[src/rtl/inst_prefetch_queue_if.sv]
// Fetch/decode handshake bundle for inst_prefetch_queue.
// master = prefetch queue side, slave = ROM/decoder/control side.
interface inst_prefetch_queue_if #(
  parameter int W = 9,
  parameter int A = 10
);
  logic         Start;
  logic [A-1:0] RomAddr;
  logic [W-1:0] RomData;
  logic [W-1:0] InstOut;
  logic [A-1:0] InstPC;
  logic         InstValid;
  logic         InstReady;
  logic         Redirect;
  logic [A-1:0] RedirectPC;
  logic         FetchHalted;

  modport master (
    input  Start, RomData, InstReady,
    input  Redirect, RedirectPC,
    output RomAddr, InstOut, InstPC,
    output InstValid, FetchHalted
  );

  modport slave (
    output Start, RomData, InstReady,
    output Redirect, RedirectPC,
    input  RomAddr, InstOut, InstPC,
    input  InstValid, FetchHalted
  );
endinterface

[src/rtl/inst_prefetch_queue.sv]
// Instruction prefetch queue: owns fetch PC, buffers {PC,inst} pairs.
// Optional flush counter port FlushCt enabled by PREFETCH_FLUSH_CNT_EN.
module inst_prefetch_queue #(
  parameter int W     = 9,
  parameter int A     = 10,
  parameter int DEPTH = 4
) (
  input  logic Clk,
  input  logic Reset_n,
  inst_prefetch_queue_if.master bus
`ifdef PREFETCH_FLUSH_CNT_EN
  ,
  output logic [15:0] FlushCt
`endif
);

  localparam int PW = $clog2(DEPTH);
  localparam int CW = PW + 1;

  typedef enum logic [1:0] {
    IDLE,
    FETCH,
    STOP
  } state_e;

  typedef struct packed {
    logic [A-1:0] pc;
    logic [W-1:0] ins;
  } entry_t;

  state_e        state_q, state_d;
  logic [A-1:0]  pc_q, pc_d;
  logic [PW-1:0] rd_q, rd_d;
  logic [PW-1:0] wr_q, wr_d;
  logic [CW-1:0] cnt_q, cnt_d;
  entry_t        mem_q [DEPTH];
  entry_t        mem_d [DEPTH];

  logic flush_start;
  logic flush_redir;
  logic flush;
  logic push;
  logic pop;
  entry_t head;

  always_comb begin
    flush_start = bus.Start;
    flush_redir = bus.Redirect && (state_q != IDLE);
    flush       = flush_start || flush_redir;
    pop         = (cnt_q != '0) && bus.InstReady && !flush;
    push        = (state_q == FETCH) && !flush &&
                  ((cnt_q != CW'(DEPTH)) || pop);
  end

  always_comb begin
    state_d = state_q;
    pc_d    = pc_q;
    rd_d    = rd_q;
    wr_d    = wr_q;
    cnt_d   = cnt_q;
    mem_d   = mem_q;
    if (flush_start) begin
      state_d = FETCH;
      pc_d    = '0;
      rd_d    = '0;
      wr_d    = '0;
      cnt_d   = '0;
    end else if (flush_redir) begin
      state_d = FETCH;
      pc_d    = bus.RedirectPC;
      rd_d    = '0;
      wr_d    = '0;
      cnt_d   = '0;
    end else begin
      if (push) begin
        mem_d[wr_q] = '{pc: pc_q, ins: bus.RomData};
        wr_d        = wr_q + PW'(1);
        pc_d        = pc_q + A'(1);
        if (&bus.RomData) state_d = STOP;
      end
      if (pop) rd_d = rd_q + PW'(1);
      case ({push, pop})
        2'b10:   cnt_d = cnt_q + CW'(1);
        2'b01:   cnt_d = cnt_q - CW'(1);
        default: cnt_d = cnt_q;
      endcase
    end
  end

  always_ff @(posedge Clk or negedge Reset_n) begin
    if (!Reset_n) begin
      state_q <= IDLE;
      pc_q    <= '0;
      rd_q    <= '0;
      wr_q    <= '0;
      cnt_q   <= '0;
      for (int i = 0; i < DEPTH; i++) mem_q[i] <= '0;
    end else begin
      state_q <= state_d;
      pc_q    <= pc_d;
      rd_q    <= rd_d;
      wr_q    <= wr_d;
      cnt_q   <= cnt_d;
      mem_q   <= mem_d;
    end
  end

  // Outputs are forced to zero when empty so stale slots never leak.
  always_comb begin
    head            = mem_q[rd_q];
    bus.InstValid   = (cnt_q != '0);
    bus.InstOut     = bus.InstValid ? head.ins : '0;
    bus.InstPC      = bus.InstValid ? head.pc : '0;
    bus.RomAddr     = pc_q;
    bus.FetchHalted = (state_q == STOP);
  end

`ifdef PREFETCH_FLUSH_CNT_EN
  logic [15:0] flush_cnt_q, flush_cnt_d;
  logic [16:0] flush_sum;

  always_comb begin
    flush_sum   = {1'b0, flush_cnt_q} + 17'(cnt_q);
    flush_cnt_d = flush_cnt_q;
    if (flush) flush_cnt_d = flush_sum[16] ? 16'hFFFF : flush_sum[15:0];
  end

  always_ff @(posedge Clk or negedge Reset_n) begin
    if (!Reset_n) flush_cnt_q <= '0;
    else          flush_cnt_q <= flush_cnt_d;
  end

  assign FlushCt = flush_cnt_q;
`endif

endmodule

[src/flat_wrapper.sv]
// flat-port wrapper written by rule: the top's interface ports become plain ports
module inst_prefetch_queue_flat 
#(
  parameter int W     = 9,
  parameter int A     = 10,
  parameter int DEPTH = 4
)
  (Clk, Reset_n, bus_Start, bus_RomData, bus_InstReady, bus_Redirect, bus_RedirectPC, bus_RomAddr, bus_InstOut, bus_InstPC, bus_InstValid, bus_FetchHalted);
  inst_prefetch_queue_if #(.W(W), .A(A)) bus_i ();
  input  logic Clk;
  input  logic Reset_n;
  input wire logic [$bits(bus_i.Start)-1:0] bus_Start;
  input wire logic [$bits(bus_i.RomData)-1:0] bus_RomData;
  input wire logic [$bits(bus_i.InstReady)-1:0] bus_InstReady;
  input wire logic [$bits(bus_i.Redirect)-1:0] bus_Redirect;
  input wire logic [$bits(bus_i.RedirectPC)-1:0] bus_RedirectPC;
  output wire logic [$bits(bus_i.RomAddr)-1:0] bus_RomAddr;
  output wire logic [$bits(bus_i.InstOut)-1:0] bus_InstOut;
  output wire logic [$bits(bus_i.InstPC)-1:0] bus_InstPC;
  output wire logic [$bits(bus_i.InstValid)-1:0] bus_InstValid;
  output wire logic [$bits(bus_i.FetchHalted)-1:0] bus_FetchHalted;
  assign bus_i.Start = bus_Start;
  assign bus_i.RomData = bus_RomData;
  assign bus_i.InstReady = bus_InstReady;
  assign bus_i.Redirect = bus_Redirect;
  assign bus_i.RedirectPC = bus_RedirectPC;
  assign bus_RomAddr = bus_i.RomAddr;
  assign bus_InstOut = bus_i.InstOut;
  assign bus_InstPC = bus_i.InstPC;
  assign bus_InstValid = bus_i.InstValid;
  assign bus_FetchHalted = bus_i.FetchHalted;
  inst_prefetch_queue #(.W(W), .A(A), .DEPTH(DEPTH)) u_core (.Clk(Clk), .Reset_n(Reset_n), .bus(bus_i));
endmodule
[config.mk]
export PLATFORM = sky130hd
export DESIGN_NAME = inst_prefetch_queue_flat
export DESIGN_NICKNAME = d
export VERILOG_FILES = /design/src/rtl/inst_prefetch_queue_if.sv /design/src/rtl/inst_prefetch_queue.sv /design/src/flat_wrapper.sv
export SDC_FILE = /design/constraint.sdc
export NUM_CORES = 1
export LEC_CHECK = 0
export BUFFER_PORTS_ARGS = -buffer_cell sky130_fd_sc_hd__buf_2
export CAP_MARGIN = 20
export CORE_UTILIZATION = 63
export CTS_CLUSTER_DIAMETER = 80
export DETAILED_ROUTE_END_ITERATION = 7
export MAX_ROUTING_LAYER = met4
export PLACE_DENSITY_LB_ADDON = 0.2
export SKIP_LAST_GASP = 1
export SLEW_MARGIN = 20
export SYNTH_ARGS = -nofsm -noshare
export SYNTH_HDL_FRONTEND = slang
export SYNTH_SLANG_ARGS = --single-unit
[constraint.sdc]
create_clock -name Clk -period 3.7 [get_ports Clk]
set_input_delay 0.74 -clock Clk [delete_from_list [all_inputs] [get_ports Clk]]
set_output_delay 0.74 -clock Clk [all_outputs]
set_load 0.005 [all_outputs]
==> results of run 1 <==
-- synthesized netlist by cell type (5+ instances only) --
| cell type | number | area [um^2] |
|---|---|---|
| a211oi_1 | 6 | 45.0 |
| and2_1 | 19 | 119 |
| buf_2 | 5 | 25.0 |
| clkbuf_1 | 13 | 48.8 |
| dfrtp_1 | 95 | 2380 |
| ha_1 | 5 | 62.6 |
| mux2_2 | 76 | 856 |
| mux4_2 | 19 | 428 |
| nand2_1 | 8 | 30.0 |
| nand3_1 | 7 | 35.0 |
| nor2_1 | 17 | 63.8 |
| o21ai_0 | 6 | 30.0 |
| xnor2_1 | 7 | 61.3 |
-- cell families after synthesis --
| kind of cell | Yosys count | share of synthesized area, % |
|---|---|---|
| XOR/XNOR | 10 | 1.89 |
| AO/OA/AOI/OAI | 25 | 3.57 |
| adder cells (fa/ha/maj) | 6 | 1.79 |
| flip-flops | 95 | 51.4 |
| buffers and inverters | 25 | 2.81 |
| AND/OR/NAND/NOR | 84 | 10.8 |
| multiplexers | 95 | 27.8 |
-- power groups by stage --
stage | Sequential (W) | Clock (W) | Combinational (W)
after CTS | 0.00128 | 0.000681 | 0.000365
after global placement | 0.00129 | 0 | 0.000345
after floorplan | 0.00126 | 0 | 0.000269
after global routing | 0.00130 | 0.000719 | 0.000394
after detailed placement | 0.00130 | 0 | 0.000363
final | 0.00128 | 0.000659 | 0.000359
-- worst max-delay path, cell delays in order (launching register included) --
cell and delay (ns):
dfrtp_1 0.54, buf_4 0.39, mux4_2 0.53, and2_1 0.19
buf_2 0.13
-- per-stage QoR --
step	instances	power [W]	worst slack, ns	util, %
global route	488	0.00241	0.677	73.7
global placement	472	0.00163	1.06	71.0
CTS	488	0.00232	0.762	73.7
detailed placement	472	0.00166	1.02	71.0
finish	488	0.00230	0.824	73.7
floorplan	340	0.00153	1.39	-
-- layer usage --
| layer | wire length, um | global-route usage [%] | vias to the layer above |
|---|---|---|---|
| met3 | 374 | 4.71 | 13 |
| met2 | 4600 | 44.0 | 85 |
| met4 | 148 | 11.5 | 0 |
| met1 | 4070 | 36.3 | 1513 |
| li1 | - | - | 1332 |
| met5 | 0 | - | - |
-- layout make-up --
class / count / area (um^2)
Clock buffer: 12 / 145
Clock inverter: 4 / 45.0
Fill cell: 491 / 1820
Inverter: 3 / 11.3
Multi-Input combinational cell: 220 / 2120
Sequential cell: 95 / 2380
Tap cell: 96 / 120
Timing Repair Buffer: 58 / 303
-- how the worst max path moves through the flow --
stage | from | end | slack (ns)
floorplan | bus_Redirect | u_core.cnt_q[2] | 1.39
global placement | bus_Redirect | u_core.cnt_q[2] | 1.06
detailed placement | bus_Redirect | u_core.cnt_q[2] | 1.02
CTS | u_core.rd_q[0] | bus_InstPC[3] | 0.76
global route | u_core.rd_q[0] | bus_InstPC[9] | 0.68
finish | u_core.rd_q[0] | bus_InstPC[9] | 0.82
-- sequential cells by signal, summed over array words and instances, names as in the netlist --
name,cells
u_core.cnt_q,3
u_core.wr_q,2
u_core.bus.RomAddr,10
u_core.state_q,2
u_core.rd_q,2
u_core.mem_q,76
==> metrics.txt, run 1 <==
final RePlAce weighted congestion=0.812; Period minus WS final=about 2.9 ns; Cell Pwr Density=449 mW/mm^2; worst-path fanout max=16; Slew headroom=37.4%; Final Skew=between 0.005 and 0.006 ns; worst vdd ir=roughly 0.23 mV; r2r setup slk=between 0.9 and 1 ns; WS Path Type=register to output port; ANT cells=0; r2r endpoint=u_core.cnt_q[2]; worst hold path class=input port to asynchronous set/reset pin; GRT Util Overall=between 20 and 30%; TritonCTS buffer count=9; Seq pwr share=between 50% and 60%; Root Driver=clkbuf_8; grt ovf=0; vias in the first global route=3004; hold_buf cts=0; worst slew pin tran=0.940 ns; Placed Area=roughly 0.005 mm^2; CTS Sinks=95; Lkg Pwr=2.36 nW; CTS max path bufs=2; per-cell routed wire length=roughly 19 um; CP Capture Type=output port; Ports=55; Final setup violation count=0; Synthesized Nets=370; RSZ-0062 raised after global routing=no; most frequent cells in the layout=dfrtp_1 (95), mux2_2 (76), buf_2 (53); area grow syn2layout=10.7%; number of synthesized flops with an enable pin=0; clk_lat worst skew=about 0.35 ns; sw frac=approximately 25%; initial drt markers=110; Final Hold Viols=0; Vias/cell=~6; Setup Fix Bufs, Post-CTS=0; Slew Viols, Final=0; Die ar.=0.00769 mm^2; Die Ht=between 80 and 90 um; Ys Warns=0; Avg Cell Area, Syn=between 10 and 15 um^2; Cell Area, Synth=approximately 0.0046 mm^2; first-pass GRT wire length=roughly 15 mm; synthesized instance count=340; fraction of registers with async set/reset=100%; Startpoint Class=register; Critical Path RT=about 3.0 ns; initial antenna violation count=0; Clock Power Share=28.7%; worst-case reg-to-reg path depth=7; largest net degree at the start of global routing=45; number of synthesized register bits=95; Initial Util=66.6%; # Max-Cap Violations=0; Port-buffer cells=54; Final TNS setup=0 ns; sw power=approximately 0.00057 W; finished layout cell area=a little over 0.005 mm^2; H-tree lvl count=3; vias=between 2000 and 3000; Total Routed Length=between 9 and 10 mm; maximum clock frequency=about 350 MHz; top_reg_cell synth=dfrtp_1; WHS=roughly 0.37 ns; Clock transition at path regs=roughly 0.080 ns; Final #Nets=around 420; share of cells above drive strength 1=44.4%; CTS tree=done; status=finished, final reports clean; Int Pwr=around 0.0017 W; commonest non-fill, non-tap cell in the layout=dfrtp_1; Post-DP HPWL=around 6.1 mm; Netlist cell types=36; Die W=87.7 um; register area share after synthesis=between 50% and 60%; FF-to-FF Start=u_core.cnt_q[1]; core area=roughly 0.0069 mm^2; Arr. time, crit path=about 2.1 ns; remaining antenna violation count=0; DRC=0; post-cts resize count=0; number of core rows=30; Tcrit/Tclk final=between 70% and 80%; Logic pwr share=15.6%; DRT Pass-1 Iters=4
No activity file was read; power rests on OpenSTA's default activity.
==> inputs of run 2 (changes only) <==
--- a/config.mk
+++ b/config.mk
@@ -7,7 +7,7 @@
 export LEC_CHECK = 0
 export BUFFER_PORTS_ARGS = -buffer_cell sky130_fd_sc_hd__buf_2
 export CAP_MARGIN = 20
-export CORE_UTILIZATION = 63
+export CORE_UTILIZATION = 58
 export CTS_CLUSTER_DIAMETER = 80
 export DETAILED_ROUTE_END_ITERATION = 7
 export MAX_ROUTING_LAYER = met4
==> constraint.sdc (replaced) <==
create_clock -name Clk -period 2.9 [get_ports Clk]
set_input_delay 0.58 -clock Clk [delete_from_list [all_inputs] [get_ports Clk]]
set_output_delay 0.58 -clock Clk [all_outputs]
set_load 0.005 [all_outputs]
==> metrics.txt, run 2 (synthesized netlist as in run 1, its figures left out) <==
status=finished, final reports clean; share of cells above drive strength 1=44.7%; Initial Util=59.9%; Final #Nets=422; worst-path fanout max=14; FF-to-FF Start=u_core.cnt_q[1]; Period minus WS final=roughly 2.4 ns; Vias/cell=just under 6; vias=~2900; number of core rows=32; Final Skew=about 0.0077 ns; commonest non-fill, non-tap cell in the layout=dfrtp_1; end of the critical path=bus_InstPC[2]; hold_buf cts=0; core area=around 0.0077 mm^2; GRT Util Overall=25.2%; first-pass GRT wire length=about 16 mm; initial drt markers=~140; area grow syn2layout=11.9%; most frequent cells in the layout=dfrtp_1 (95), mux2_2 (76), buf_2 (53); Port-buffer cells=54; per-cell routed wire length=18.4 um; CTS Sinks=95; initial antenna violation count=0; Top Usage Layer GRT=met2; Slew headroom=52.0%; WS Path Type=register to output port; vias in the first global route=2987; final core occ=67.0%; Clock Power Share=approximately 28%; CTS max path bufs=2; GR Layer Usage met2=about two fifths; H-tree lvl count=3; Arr. time, crit path=1.83 ns; worst slew pin tran=between 0.7 and 0.8 ns; Root Driver=clkbuf_8; dpl ws=roughly 0.47 ns; Setup Fix Bufs, Post-CTS=0; Top reg by flops=u_core.mem_q; Die Ht=91.3 um; CP Capture Type=output port; finished layout cell area=about 0.0052 mm^2; worst vdd ir=roughly 0.3 mV; met3 Use GR=3.52%; Startpoint Class=register; grt met1 use=between 30 and 40%; Final TNS setup=0 ns; Critical Path RT=2.32 ns; Final Hold Viols=0; clk_lat worst skew=about 0.35 ns; Post-DP HPWL=roughly 6 mm; Tcrit/Tclk final=between 80% and 90%; # Max-Cap Violations=0; final RePlAce weighted congestion=0.845; Worst setup startpoint=u_core.rd_q[0]; Lkg Pwr=2.39 nW; Seq pwr share=between 50% and 60%; sw frac=roughly a quarter; worst-case reg-to-reg path depth=4; remaining antenna violation count=0; Int Pwr=approximately 0.0022 W; CTS tree=done; Die ar.=approximately 0.0083 mm^2; sw power=0.000717 W; Ports=55; Die W=91.3 um; Cell Pwr Density=approximately 560 mW/mm^2; r2r endpoint=u_core.mem_q[62]; post-cts resize count=0; Placed Area=0.00500 mm^2; Total Routed Length=9.17 mm; Final setup violation count=0; Clock transition at path regs=0.08 ns; TritonCTS buffer count=9; ANT cells=0; Largest register FFs=76; setup ws final=about 0.49 ns; grt ovf=0; RSZ-0062 raised after global routing=no; maximum clock frequency=414 MHz; DRC=0; largest net degree at the start of global routing=57; power after layout=0.00289 W; worst hold path class=input port to asynchronous set/reset pin; Logic pwr share=~16%; Slew Viols, Final=0; DRT Pass-1 Iters=4; r2r setup slk=roughly 0.66 ns
[run 2: cell count changes in the layout (fill, tap and decap cells not counted), sizes merged]
cell	before	now
bufinv	1	0
clkbuf	12	15
buf	58	63
clkinv	3	0
[run 2: power by group through the flow]
| stage | clock, W | combinational [W] | sequential [W] |
|---|---|---|---|
| 2_1_floorplan | 0 | 0.000343 | 0.00160 |
| 3_3_place_gp | 0 | 0.000447 | 0.00164 |
| 3_5_place_dp | 0 | 0.000466 | 0.00166 |
| 4_1_cts | 0.000808 | 0.000469 | 0.00163 |
| 5_1_grt | 0.000863 | 0.000510 | 0.00166 |
| 6_report | 0.000799 | 0.000461 | 0.00163 |
[run 2: how the worst min path moves through the flow]
stage                          start                     to  cells past startpoint
floorplan                    Reset_n  u_core.bus.RomAddr[0]                      0
global placement    u_core.mem_q[67]       u_core.mem_q[67]                      1
detailed placement  u_core.mem_q[70]       u_core.mem_q[70]                      1
CTS                          Reset_n       u_core.mem_q[58]                      1
global route                 Reset_n       u_core.mem_q[60]                      1
finish                       Reset_n       u_core.mem_q[60]                      1
[run 2: worst max-delay path, cell delays in order, from the launching register on]
cell and delay, ns:
dfrtp_1 0.35, buf_4 0.29, mux4_2 0.56, and2_1 0.17, buf_2 0.12
[run 2: metrics by stage]
step | instances | hold WS, ns
floorplan | 340 | 0.284
global route | 498 | 0.335
CTS | 498 | 0.310
finish | 498 | 0.284
detailed placement | 483 | 0.490
global placement | 483 | 0.482
[run 2: cell type report]
class                           count  area, um^2
Clock buffer                       15         176
Multi-Input combinational cell    220        2120
Fill cell                         563        2550
Inverter                            3        11.3
Timing Repair Buffer               63         365
Tap cell                          102         128
Sequential cell                    95        2380
[run 2: metal layers]
| metal | up-vias | part of all wire, % |
|---|---|---|
| met3 | 14 | 3.6 |
| met1 | 1483 | 46 |
| met4 | 0 | 1.6 |
| li1 | 1339 | - |
| met5 | - | 0 |
| met2 | 75 | 49 |
